File: config.mk
export PLATFORM = sky130hd
export DESIGN_NAME = arb_client
export DESIGN_NICKNAME = d
export VERILOG_FILES = /design/src/rtl/arb_client_pkg.sv /design/src/rtl/arb_client_fifo.sv /design/src/rtl/arb_client.sv
export SDC_FILE = /design/constraint.sdc
export NUM_CORES = 1
export LEC_CHECK = 0
export ABC_CLOCK_PERIOD_IN_PS = 3200
export CORE_MARGIN = 2
export CORE_UTILIZATION = 56
export DETAILED_ROUTE_END_ITERATION = 10
export GPL_ROUTABILITY_DRIVEN = 0
export PLACE_DENSITY = 0.79
export SYNTH_ARGS = -nofsm -noshare
export SYNTH_HDL_FRONTEND = slang
export SYNTH_SLANG_ARGS = --single-unit
File: constraint.sdc
create_clock -name clk -period 3.2 [get_ports clk]
set_clock_uncertainty 0.2 [all_clocks]
set_input_delay 0.32 -clock clk [delete_from_list [all_inputs] [get_ports clk]]
set_output_delay 0.32 -clock clk [all_outputs]
set_load 0.02 [all_outputs]
File: src/rtl/arb_client_pkg.sv
// arb_client_pkg: FSM state encoding and command length width shared by arbiter clients
package arb_client_pkg;

   localparam int LEN_W = 4;

   typedef enum logic [1:0] {IDLE, REQ, XFER, GAP} state_t;

endpackage

File: src/rtl/arb_client_fifo.sv
// arb_client_fifo: DEPTH-entry synchronous FIFO of burst lengths with occupancy count
module arb_client_fifo
   import arb_client_pkg::*;
#(
   parameter  int DEPTH = 4,
   localparam int AW    = $clog2(DEPTH),
   localparam int CW    = AW + 1
) (
   input  logic             clk,
   input  logic             rst_n,
   input  logic             push,
   input  logic [LEN_W-1:0] din,
   input  logic             pop,
   output logic [LEN_W-1:0] dout,
   output logic             full,
   output logic             empty,
   output logic [CW-1:0]    count
);

   logic [LEN_W-1:0] mem [DEPTH];
   logic [AW-1:0]    wr_ptr, rd_ptr;
   logic             do_push, do_pop;

   assign full    = count == CW'(DEPTH);
   assign empty   = count == '0;
   assign do_push = push && !full;
   assign do_pop  = pop && !empty;
   assign dout    = mem[rd_ptr];

   // storage needs no reset: only pointers and count say what is valid
   always_ff @(posedge clk)
      if (do_push) mem[wr_ptr] <= din;

   // pointers wrap on their own because DEPTH is a power of two
   always_ff @(posedge clk) begin
      if (!rst_n) begin
         wr_ptr <= '0;
         rd_ptr <= '0;
         count  <= '0;
      end else begin
         if (do_push) wr_ptr <= wr_ptr + 1'b1;
         if (do_pop) rd_ptr <= rd_ptr + 1'b1;
         count <= count + CW'(do_push) - CW'(do_pop);
      end
   end

endmodule

File: src/rtl/arb_client.sv
// arb_client: queues burst commands and plays them out as beats through one arbiter port
module arb_client
   import arb_client_pkg::*;
#(
   parameter  int DEPTH   = 4,
   parameter  int TIMEOUT = 255,
   localparam int OW      = $clog2(DEPTH) + 1
) (
   input  logic             clk,
   input  logic             rst_n,
   input  logic             cmd_valid,
   output logic             cmd_ready,
   input  logic [LEN_W-1:0] cmd_len,
   output logic             req,
   input  logic             grant,
   output logic             beat_valid,
   output logic [LEN_W-1:0] beat_idx,
   output logic             beat_last,
   output logic [OW-1:0]    occupancy,
   output logic             starve_err,
   output logic             spurious_err
);

   localparam int            WW       = $clog2(TIMEOUT + 1);
   localparam logic [WW-1:0] WAIT_MAX = WW'(TIMEOUT);

   state_t           state;
   logic [LEN_W-1:0] len, cnt, head;
   logic [WW-1:0]    wait_cnt;
   logic             full, empty, pop, in_beat;

   assign cmd_ready  = !full;
   assign pop        = state == IDLE && !empty;
   assign in_beat    = state == XFER && grant;
   assign beat_valid = in_beat;
   assign beat_idx   = cnt;
   assign beat_last  = in_beat && cnt == len;

   arb_client_fifo #(.DEPTH(DEPTH)) u_fifo (
      .clk   (clk),
      .rst_n (rst_n),
      .push  (cmd_valid),
      .din   (cmd_len),
      .pop   (pop),
      .dout  (head),
      .full  (full),
      .empty (empty),
      .count (occupancy)
   );

   // burst sequencer: pop, request, stream beats while granted, one idle gap cycle
   always_ff @(posedge clk) begin
      if (!rst_n) begin
         state <= IDLE;
         len   <= '0;
         cnt   <= '0;
         req   <= 1'b0;
      end else begin
         case (state)
            IDLE: if (!empty) begin
               len   <= head;
               req   <= 1'b1;
               state <= REQ;
            end
            REQ: if (grant) begin
               cnt   <= '0;
               state <= XFER;
            end
            XFER: if (grant) begin
               cnt <= cnt == len ? '0 : cnt + 1'b1;
               if (cnt == len) begin
                  req   <= 1'b0;
                  state <= GAP;
               end
            end
            GAP: state <= IDLE;
         endcase
      end
   end

   // ungranted REQ cycles, saturating, restarted whenever REQ is left or granted
   always_ff @(posedge clk) begin
      if (!rst_n || state != REQ || grant) wait_cnt <= '0;
      else if (wait_cnt != WAIT_MAX) wait_cnt <= wait_cnt + 1'b1;
   end

   // sticky protocol error flags, cleared only by reset
   always_ff @(posedge clk) begin
      if (!rst_n) begin
         starve_err   <= 1'b0;
         spurious_err <= 1'b0;
      end else begin
         if (state == REQ && !grant && wait_cnt >= WAIT_MAX - 1'b1) starve_err <= 1'b1;
         if (grant && !req) spurious_err <= 1'b1;
      end
   end

endmodule

# Word level (Yosys, flattened, before mapping)
# Memories as Yosys holds them, arrays and structs flattened. A register that Yosys moved wholly into a read port is not among the register bits.
# Cells that the tools add are included.
# op_classes
reduce_logical	24
bitwise_logic	1
n_mux	15
eq_ne	11
order_cmp	1
addsub	6
# op_table
op	n
4-bit 2-to-1 mux	3
8-bit by 1-bit adder with 8-bit output, second input constant	1
8-bit >= comparator, second input constant	1
1-bit logical AND	8
2-bit 2-to-1 mux	4
8-bit != test, second input constant	1
2-bit one-hot mux with 4 select lines	1
4-bit one-hot mux with 2 select lines	1
4-bit AND reduction	2
1-bit zero test	6
2-bit != test, second input constant	3
1-bit 2-to-1 mux	5
2-bit by 1-bit adder with 2-bit output, second input constant	2
4-bit by 1-bit adder with 4-bit output, second input constant	1
2-bit equality test, second input constant	2
4-bit equality test	1
2-bit by 1-bit != test with 1-bit output, second input constant	2
2-bit nonzero test	2
3-bit by 1-bit adder with 3-bit output	1
3-bit equality test, second input constant	1
3-bit zero test	1
3-bit AND reduction	1
3-bit by 1-bit subtractor with 3-bit output	1
2-bit by 1-bit equality test with 1-bit output, second input constant	1
5 further kinds	6
# totals
ram_bits	16
output_inout_bits	13
ff_bits	24
inputBits	8
word_cells	68
mem_count	1
# mem_list
memory	words	word_bits	read_ports	rd_ports_with_merged_regs	wr	line	text
u_fifo.mem	4	4	1	1	1	arb_client_fifo.sv:20	logic [LEN_W-1:0] mem [DEPTH];

# Longest topological paths before layout
# logic_depth
ltp_word	5
depth_mapped	12
depth_no_buf	12

# Cells and area by module
# Synthesis repeated with hierarchy kept, for this count alone.
# unflattened
cells_unflattened	189
area_unflattened_um2	2103.3
# by_module_without_submodules
mod	cells_per_inst	area_per_inst_um2	instances	seq_area_each_um2
arb_client_fifo	70	1058.5	1	660.6
arb_client	119	1044.8	1	420.4

# Worst setup path before layout
# Ideal clock, no wire load.
# synth_timing
kind	register to register
from	register u_fifo.count[1]
to	register u_fifo.count[2]
n_path_buf	0
period_less_slack_ns	2.518
stages_incl_launch_ff	11
slack_ns	0.682
arrival_ns	2.203
cell_sequence	dfxtp_1 -> o31ai_4 -> inv_2 -> ha_1 -> inv_1 -> ha_1 -> inv_1 -> fa_1 -> xnor2_1 -> xnor2_1 -> and2_1
# synth_via
elab_chain_cells	5
# synth_lines
item	line	text
from (decl)	arb_client_fifo.sv:17	output logic [CW-1:0] count
from (signal assigned)	arb_client_fifo.sv:43	count <= count + CW'(do_push) - CW'(do_pop);
3-bit zero test	arb_client_fifo.sv:25	assign empty = count == '0;
1-bit zero test	arb_client.sv:33	assign pop = state == IDLE && !empty;
1-bit logical AND	arb_client.sv:33	
net pop	arb_client.sv:30	logic full, empty, pop, in_beat;
1-bit logical AND	arb_client_fifo.sv:27	assign do_pop = pop && !empty;
3-bit by 1-bit subtractor with 3-bit output	arb_client_fifo.sv:43	
# The timed path passes the listed nets, and every way through them passes these cells.
# A chain may end at the register's enable or synchronous reset.

# Worst setup path in the final report
# layout_timing
from	register state[0]
to	register u_fifo.count[2]
# layout_via
elab_chain_cells	4
# layout_lines
item	line	text
from (decl)	arb_client.sv:27	state_t state;
from (signal assigned)	arb_client.sv:54	state <= IDLE;
from (signal assigned)	arb_client.sv:63	state <= REQ;
from (signal assigned)	arb_client.sv:67	state <= XFER;
2-bit zero test	arb_client.sv:33	
1-bit logical AND	arb_client.sv:33	
net pop	arb_client.sv:30	
1-bit logical AND	arb_client_fifo.sv:27	
3-bit by 1-bit subtractor with 3-bit output	arb_client_fifo.sv:43	
# The timed path passes the listed nets, and every way through them passes these cells.

==> impl_metrics.py <==
metrics = {
    "worst_setup_path": {
        "worst-path-buf-inv": 4,
        "end_kind": "flop",
        "crit_family": "adder cells",
        "rr_worst_depth": 12,
        "max_stage_delay_ns": 0.37,
        "cp.depth": 12,
        "worstPathArrival_ns": 2.65,
        "cp_cell_sequence": "inv_1 > ha_1 > o31ai_4 > inv_2 > ha_1 > inv_1 > ha_1 > inv_1 > fa_1 > xnor2_1 > xnor2_1 > and2_1",
        "critPathRequiredTime_ns": 3.26,
        "crit_path_top_delay_cell": "dfxtp_1",
        "cp_max_fo": 7,
        "worstSetupStartpointType": "flop",
        "worstSetupPathType": "flop to flop",
    },
    "timing": {
        "finalSetupTns_ns": 0,
        "slew_headroom_pct": 51.36,
        "whs_ns": 0.2851,
        "period_needed_ns": 2.588,
        "setup_viol": 0,
        "drv_slew": 0,
        "worstMarginPinSlew_ns": 0.7274,
        "period_share_pct": 80.86,
        "finalHoldViolCount": 0,
        "rsz0062_at_grt": "no",
        "fmax_ghz": 0.3865,
    },
    "logic_synthesis": {
        "synthCells": 177,
        "synth_warnings": 0,
        "syn_avg_cell_area_um2": 11.55,
        "synth_seq_area_share_pct": 50.92,
        "synth-main-ff-cell": "dfxtp_1",
        "synth_common_cells": "dfxtp_1, nand2_1, edfxtp_1, ha_1",
        "synth_area_leaders": "dfxtp_1, edfxtp_1, ha_1",
        "synth_area_um2": 2044,
        "ys_types": 38,
        "synth_edf_count": 16,
        "synth_top_area_share_pct": 27.42,
        "synth.net_count": 198,
        "yosys.cell_count.top_type": "dfxtp_1",
        "synthArstFlopShare_pct": 0,
        "synth-seq-cells": 44,
        "synth_area_leader_cell": "dfxtp_1",
    },
    "cells_and_area": {
        "diodes": 0,
        "syn2layout_area_growth_pct": 14.99,
        "drive_gt1_share_pct": 9.901,
        "fin_nets": 222,
    },
    "routing": {
        "firstDrtPassIters": 4,
        "drtAntennaViolNets": 0,
        "viasPerCell": 5.440,
        "wire_per_inst_um": 14.44,
        "drt_iter0_markers": 47,
        "drcViolationCount": 0,
        "routed_wl_um": 3582,
        "vias": 1349,
    },
    "power": {
        "vdd_drop_max_mv": 0.4172,
        "power-per-cell-area_nw_per_um2": 745.5,
        "cellLeakagePower_nw": 0.8525,
    },
    "grt": {
        "antenna_found_initial": 0,
        "grt_max_degree": 22,
        "grt_pass1_vias": 1382,
        "grt-ovfl-total": 0,
        "grt.total_usage_pct": 20.11,
        "grt_first_pass_wirelength_um": 6306,
    },
    "clock_network": {
        "cts_sinks": 44,
        "htreeDepth": 2,
        "cts_setup_buffers": 0,
        "clk_latency_ns": 0.35,
        "cts_hold_buf": 0,
        "root_buffer": "clkbuf_4",
        "cts_tree": "done",
        "cts_resized": 0,
        "cts_buffer_depth": 2,
        "path_clk_slew_ns": 0.12,
        "cts_buffers": 5,
    },
    "floorplanning": {
        "pin_count": 21,
        "start_util_pct": 59.85,
        "die_w_um": 64.42,
        "die_area_um2": 4150,
        "die-height_um": 64.42,
        "rows": 21,
        "core_area_um2": 3416,
    },
    "hold_path": {
        "min_path_type": "flop to flop",
        "worst_hold_path.num_cells": 1,
    },
    "run_status": {
        "status": "completed",
    },
    "placement": {
        "dp_hpwl_um": 2726,
        "port_buffers": 20,
    },
    "job": {
        "cap_viol_max_count": 0,
    },
}
-- cells in the final DEF, fill, tap and decap left out, types with 5 or more instances in the layout --
cell,instances
nor2_1,10
dfxtp_1,28
xnor2_1,9
edfxtp_1,16
and2_1,9
clkbuf_4,5
clkdlybuf4s50_1,20
nand2_1,20
inv_1,10
ha_1,12
-- per-layer routing --
metal,vias up,part of all wire [%],global-route usage [%]
met5,-,0,0
met4,0,1.9,7.979
met3,6,4.8,5.556
met2,32,47,32.68
met1,643,46,25.58
li1,668,-,-
-- sequential cells by signal, indices dropped and copies added, names as in the netlist, 2 cells and up --
register and count:
state 2, u_fifo.rd_ptr 2, u_fifo.wr_ptr 2, u_fifo.count 3, wait_cnt 8, len 4
u_fifo.mem 16, beat_idx 4
-- power by group --
| group | total [W] | internal (W) | switching [W] |
|---|---|---|---|
| Combinational | 0.000690 | 0.000338 | 0.000352 |
| Sequential | 0.000789 | 0.000681 | 0.000108 |
| Clock | 0.000274 | 0.000105 | 0.000169 |
| Total | 0.00175 | 0.00112 | 0.000629 |
-- final cells by class --
class	instances	area, µm²
flip-flops and latches	44	1041
clock inverters	2	10.01
fillers	261	1065
clock buffers	6	51.30
well taps	46	57.56
multi-input cells	119	949.7
inverters	11	41.29
repair buffers	20	200.2
-- stage by stage --
step | setup WS [ns] | area (µm²) | util [%] | total power (W) | std cells
floorplan | 0.6824 | 2044 | - | 0.001294 | 177
global placement | 0.7082 | 2290 | 67.03 | 0.001461 | 240
detailed placement | 0.6235 | 2290 | 67.03 | 0.001496 | 240
CTS | 0.6058 | 2351 | 68.83 | 0.001769 | 248
global route | 0.4337 | 2351 | 68.83 | 0.001882 | 248
finish | 0.6124 | 2351 | 68.83 | 0.001753 | 248
-- cell families (layout without fill, tap and decap cells) --
group / Yosys count / count (layout) / share of synthesized area, %
AND/OR/NAND/NOR: 55 / 55 / 13.22
flip-flops: 44 / 44 / 50.92
AO/OA/AOI/OAI: 29 / 29 / 11.20
XOR/XNOR: 16 / 16 / 8.323
buffers and inverters: 14 / 39 / 2.632
adder cells (fa/ha/maj): 13 / 13 / 8.323
multiplexers: 6 / 6 / 5.386
-- final timing paths --
| kind | startpoint | endpoint | slack (ns) |
|---|---|---|---|
| max | state[0] | u_fifo.count[2] | 0.61 |
| min | spurious_err | spurious_err | 0.29 |
| min reg2reg | spurious_err | spurious_err | 0.29 |
| max reg2reg | state[0] | u_fifo.count[2] | 0.61 |
-- worst reg2reg max path, stage by stage (launching register included) --
cell and delay [ns]:
dfxtp_1 0.37, inv_1 0.08, ha_1 0.27, o31ai_4 0.12
inv_2 0.13, ha_1 0.29, inv_1 0.05, ha_1 0.13
inv_1 0.05, fa_1 0.37, xnor2_1 0.15, xnor2_1 0.14
and2_1 0.16
Note: power is estimated with default switching activity, not from simulation.
